**config.mk**
```make
export PLATFORM = sky130hd
export DESIGN_NAME = md5core_thread_sched
export DESIGN_NICKNAME = d
export VERILOG_FILES = /design/src/rtl/md5core_thread_sched.sv
export SDC_FILE = /design/constraint.sdc
export NUM_CORES = 1
export LEC_CHECK = 0
export BUFFER_PORTS_ARGS = -buffer_cell sky130_fd_sc_hd__buf_4
export CORE_ASPECT_RATIO = 1.2
export CORE_MARGIN = 2
export CORE_UTILIZATION = 25
export DETAILED_ROUTE_END_ITERATION = 7
export GPL_TIMING_DRIVEN = 0
export PLACE_DENSITY_LB_ADDON = 0.3
export SYNTH_ARGS = -nofsm -noshare
export SYNTH_HDL_FRONTEND = slang
export SYNTH_SLANG_ARGS = --single-unit
export TNS_END_PERCENT = 30
```
**constraint.sdc**
```tcl
create_clock -name CLK -period 3.55 [get_ports CLK]
set_input_delay 0.71 -clock CLK [delete_from_list [all_inputs] [get_ports CLK]]
set_output_delay 0.71 -clock CLK [all_outputs]
set_load 0.02 [all_outputs]
```
**src/rtl/md5core_thread_sched.sv**
```systemverilog
// Thread scheduler for the interleaved MD5 core: slot counter, per-thread round/state
// tracking, block-load handshake and delay-line enable/reset.
module md5core_thread_sched #(
  parameter int unsigned N_THREADS = 4,
  parameter int unsigned N_ROUNDS  = 64,
  parameter int unsigned TW        = 2
) (
  input  logic                 CLK,
  input  logic                 rst,
  input  logic                 en,
  input  logic                 load_req,
  input  logic [TW-1:0]        load_thread,
  output logic                 load_ack,
  input  logic [N_THREADS-1:0] done_ack,
  output logic [N_THREADS-1:0] done_mask,
  output logic [TW-1:0]        slot,
  output logic                 issue_valid,
  output logic [5:0]           issue_round,
  output logic                 issue_first,
  output logic                 issue_last,
  output logic                 shreg_en,
  output logic                 shreg_rst
);

  localparam int unsigned RW = 6;
  localparam logic [TW-1:0] SLOT_MAX  = TW'(N_THREADS - 1);
  localparam logic [RW-1:0] ROUND_MAX = RW'(N_ROUNDS - 1);

  typedef enum logic [1:0] {
    ST_IDLE,
    ST_RUN,
    ST_DONE
  } thr_state_t;

  thr_state_t      state_q [N_THREADS];
  logic [RW-1:0]   round_q [N_THREADS];
  logic [TW-1:0]   slot_q;

  // Issue decode straight off the registered state of the thread in the slot.
  always_comb begin
    slot        = slot_q;
    issue_valid = (state_q[slot_q] == ST_RUN);
    issue_round = round_q[slot_q];
    issue_first = issue_valid && (round_q[slot_q] == '0);
    issue_last  = issue_valid && (round_q[slot_q] == ROUND_MAX);
    load_ack    = en && !rst && load_req && (load_thread == slot_q) &&
                  (state_q[slot_q] == ST_IDLE);
    shreg_en    = en && !rst;
    shreg_rst   = rst;
    done_mask   = '0;
    for (int k = 0; k < int'(N_THREADS); k++) begin
      done_mask[k] = (state_q[k] == ST_DONE);
    end
  end

  // Only the slot thread can load or advance; done_ack touches DONE threads only, so the
  // two update paths never target the same thread in the same state.
  always_ff @(posedge CLK) begin
    if (rst) begin
      slot_q <= '0;
      for (int k = 0; k < int'(N_THREADS); k++) begin
        state_q[k] <= ST_IDLE;
        round_q[k] <= '0;
      end
    end else begin
      for (int k = 0; k < int'(N_THREADS); k++) begin
        if (done_ack[k] && (state_q[k] == ST_DONE)) begin
          state_q[k] <= ST_IDLE;
        end
      end
      if (en) begin
        slot_q <= (slot_q == SLOT_MAX) ? '0 : slot_q + TW'(1);
        if (load_ack) begin
          state_q[slot_q] <= ST_RUN;
          round_q[slot_q] <= '0;
        end else if (issue_valid) begin
          if (issue_last) begin
            round_q[slot_q] <= '0;
            state_q[slot_q] <= ST_DONE;
          end else begin
            round_q[slot_q] <= round_q[slot_q] + RW'(1);
          end
        end
      end
    end
  end

endmodule

```
# Yosys cells after proc, flatten, opt, wreduce, memory -nomap -nowiden
# Memories as Yosys holds them, arrays and structs flattened. A register that Yosys moved wholly into a read port is not among the register bits.
# Cells that the tools add are included.
# word_totals
wordCells,79
mem_count,2
inputBits,10
ram_bits,32
reg_bits,2
output_inout_bits,18
# memory_table
name,depth,width,rd,rd_clocked_by_memory_dff,wr,line,source
round_q,4,6,1,1,4,36,logic [RW-1:0] round_q [N_THREADS];
state_q,4,2,5,1,5,35,thr_state_t state_q [N_THREADS];
# op_classes
eq_ne,8
bitwise,7
n_reduce_logical,14
muxes,45
add_sub_neg,2
# op_table
op,n
two-way mux 1 bit,31
two-way mux 2 bit,11
two-way mux 6 bit,3
== test 2 bit (second input constant),5
logical AND 1 bit,10
bitwise OR 1 bit,7
adder 6 x 1 -> 6 bit (second input constant),1
== test 6 bit (second input constant),1
zero test 6 bit,1
OR reduction 6 bit,1
adder 2 x 1 -> 2 bit (second input constant),1
== test 2 x 1 -> 1 bit (second input constant),1
== test 2 bit,1
zero test 2 bit,1
zero test 1 bit,1

# Longest topological paths before layout
# depth
depth_word,13
depth_mapped,8
depth_no_buf,6

# Least setup slack after synthesis
# No wires, ideal clock.
# synth_path
path_type,reg2out
start,register with a tool-made name
end,output port issue_last
arrival_time_ns,1.810
slack_ns,1.030
stages_incl_launch_ff,5
path_cell_list,dfxtp_1 > buf_6 > mux4_2 > nor2b_1 > and4_2
# synth_lines
item,line,source
to (decl),20,"output logic issue_last,"

==> flow_results.org <==
** Status
- The flow ran to the end, and the final reports show no timing, DRC or antenna violations.

** Logic synthesis
- Asr flop ratio synth :: 0%
- During synthesis, Yosys emitted a total of 0 warnings.
- Counting distinct cell types in the post-synthesis netlist gives 39.
- Sequential area share after synthesis :: around half
- In the synthesized netlist the dominant register cell turns out to be edfxtp_1.
- Top cells by area in the synthesized netlist :: edfxtp_1, mux4_2, dfxtp_1
- Synthesized area divided by synthesized cell count :: 13.3 um2
- Summed over its instances, the top area cell type makes up between 40% and 50% of the synthesized netlist area.
- After technology mapping, the gate count stands at about 150.
- The largest total area in the synthesized netlist belongs to edfxtp_1.
- Register bit total from synthesis :: 36
- After synthesis the cells add up to 2010 um2.
- Counting every net in the synthesized netlist gives about 170.
- The synthesized design contains 32 enable-type register cells.

** Cells and area
- Share of final-layout standard cells stronger than drive strength 1 :: between 30% and 40%
- The filler cells instantiated in the layout total 771.
- The finished cells cover 2410 um2.
- Total number of nets in the final design :: between 200 and 250
- Relative to the synthesized area, the layout overhead comes to 19.6%.
- Count of inserted antenna diode cells :: 0
- Layout Utilization :: about 31%

** Clock tree
- Clk_lat worst skew :: approximately 0.28 ns
- TritonCTS built the clock tree.
- Total of cells resized after clock tree synthesis :: 0
- Clock transition at the registers of the reported paths :: approximately 0.070 ns
- Buffers from clock root to sink, at most :: 2
- In this run, post-CTS hold repair placed 0 buffers.
- TritonCTS buffer count :: 5
- Once the clock tree was built, the setup fixing pass inserted 0 buffers.
- The cell sitting at the root of the clock tree is a clkbuf_8.
- CTS H-tree depth :: 2
- The tree built by TritonCTS fans out to 36 sinks.

** Setup path
- Ordered list of cells on the worst path :: buf_6 -> mux4_2 -> nor3_1 -> and2_1 -> buf_4
- Of all nets on the critical path, the largest fanout is 8.
- At the worst endpoint, the required time is ~2.8 ns.
- The worst setup path is captured at a primary output.
- Crit path launch type :: register
- Worst path slowest cell :: mux4_2
- Critical Path Max Stage Delay :: 0.60 ns
- By startpoint and endpoint, the worst setup path is classified as reg -> out.
- Data arrival time at the worst-slack endpoint :: ~2.2 ns

** Timing
- The worst path meets setup with 0.649 ns of slack.
- After layout, the worst path uses 81.7% of the clock period.
- On the final layout, the worst hold slack is between 0.7 and 0.8 ns.
- Setup violations remaining at the end of the flow were counted as 0.
- Unrepaired setup endpoints after global routing :: false
- Total Negative Setup Slacks :: 0 ns
- For the pin with the worst max-slew slack, the measured transition is a little under 0.8 ns.
- Measured against its own limit, the worst slew margin works out to between 40% and 50%.
- Based on the critical path, the design can be clocked at up to around 0.34 GHz.
- Number of hold-slack violations in the final timing report :: 0
- The number of max-slew violations in the final report came to 0.
- Shortest period the worst path allows :: a little under 3 ns
- Between clock sinks in the finished design, the worst skew comes to ~0.0067 ns.

** Routing
- For this block, the via count after detailed routing is approximately 1300.
- Once detail routing completed, the nets flagged for antenna violations numbered 0.
- After detailed routing, the average wire length per cell comes to around 16 um.
- Summed over all layers, the routed wires come to ~4.6 mm.
- For this run, design rule violations remaining after detail routing come to 0.
- For this block, the initial DRC count from the detailed router was 67.
- First-pass DRT Iterations :: 4
- Using the TritonRoute via totals, the vias-per-cell ratio works out to approximately 4.7.

** Power and ir drop
- Combinational logic is responsible for a little over a fifth of the overall power.
- Switching share of power :: 28.0%
- Clock share of power :: roughly 27%
- For this design the static power due to leakage is ~0.94 nW.
- For this design the total switching power over the nets is ~270 uW.
- VDD IR-drop max :: between 0.1 and 0.15 mV
- Internal power comes to ~700 uW.
- Sequential group share of total power :: between 50% and 60%
- Total power density per cell area :: between 400 and 500 nW/um2

** Floorplan
- Initial Utilization :: 26.0%
- The initialized floorplan defines 35 standard-cell rows.
- The floorplan step set the die height to 102 um.
- The region available for standard cell placement spans roughly 7800 um2.
- In this run the count of I/O pins placed on the die edge is 28.
- The die covers 8780 um2.
- The die is 85.9 um wide.

** Place
- Instance area after placement :: between 2000 and 2500 um2
- The congestion estimate from routability-driven global placement came to slightly below 0.8.
- Summed over all nets, the half-perimeter wirelength after detailed placement is 3.44 mm.
- Port bufs :: 27
- Timing analysis after detailed placement gives a worst setup slack of ~0.77 ns.

** Global routing
- Pin count of the biggest net entering global routing :: 11
- Vias in the first global route :: 1401
- Summed over all layers, the global routing overflow is 0.
- Global-route wire length before repair :: between 7 and 8 mm
- Initial antenna violation count :: 0
- Across every metal layer, demand over resource in global routing totals 11.0%.

** Flow run
- Number of maximum-capacitance violations :: 0

** Worst hold path
- Type of the worst min-delay path :: in -> reg
sequential cells by signal, summed over array words and instances, names as in the netlist, named ones only:
signal and count:
round_q 24, state_q 8, slot 2
per-stage QoR:
stage	instances	power, mW
finish	277	0.967
global route	277	1.01
CTS	277	0.977
detailed placement	270	0.716
global placement	270	0.716
floorplan	151	0.640
per-layer routing:
metal | vias up | part of all wire, % | GRT usage (%)
li1 | 645 | - | -
met1 | 638 | 39 | 11.3
met2 | 20 | 57 | 22.1
met3 | 6 | 2.6 | 2.02
met4 | 0 | 1.6 | 3.66
met5 | - | 0 | 0
logic make-up after synthesis:
kind of cell	Yosys count	share of synthesized area, %
and+or+nand+nor	64	21.3
DFF	36	51.7
AOI/OAI and AO/OA	15	6.09
buffers and inverters	15	4.79
muxes	10	10.1
adders and majority gates	6	3.73
xor gates and xnor gates	5	2.18
synthesized netlist by cell type (all sizes together) (5+ instances only):
cell    instances
and3           11
nand2           6
buf             8
edfxtp         32
xor2            5
mux4            8
inv             6
nor2           13
nor3           11
nor4            6
ha              6
critical path, delay by kind of cell, from the launching register on:
kind	cells	cell delay [ns]
buf+inv	2	0.31
flops	1	0.32
mux	1	0.60
simple gates	2	0.68
layout make-up:
cell class,count,area (um2),share of cell area (%)
Buffer,9,73.8,3.07
Clock buffer,5,68.8,2.86
Multi-Input combinational cell,100,875,36.3
Timing Repair Buffer,27,203,8.42
Inverter,6,22.5,0.936
Sequential cell,36,1040,43.3
Clock inverter,2,7.51,0.312
Tap cell,92,115,4.78
power by group through the flow:
| stage | sequential (mW) | clock [mW] | combinational [mW] |
|---|---|---|---|
| after floorplan | 0.501 | 0 | 0.139 |
| after global placement | 0.501 | 0 | 0.214 |
| after detailed placement | 0.502 | 0 | 0.214 |
| after CTS | 0.493 | 0.270 | 0.215 |
| after global routing | 0.495 | 0.286 | 0.230 |
| final | 0.492 | 0.263 | 0.211 |
worst paths after layout:
kind | from | endpoint | slack [ns] | cells past startpoint
worst max-delay path | register | load_ack | 0.65 | 5
worst min-delay path | en | slot[0] | 0.77 | 3
worst max register to register | register | round_q[3][0] | 0.76 | 5
worst min register to register | slot[1] | round_q[2][5] | 0.79 | 2
cell usage in the layout, fill, tap and decap left out, types with 3 or more instances in the layout:
cell,n
mux4_2,7
and3_4,5
dfxtp_1,4
nor3_1,9
edfxtp_1,32
buf_6,3
nand2_1,6
o21bai_1,3
nor2_1,13
a2111o_1,4
nor4_1,5
and2b_2,4
and3_2,4
buf_4,29
xor2_1,5
clkbuf_8,5
nand3_1,3
ha_1,6
inv_1,6
No activity file was read; power rests on OpenSTA's default activity.
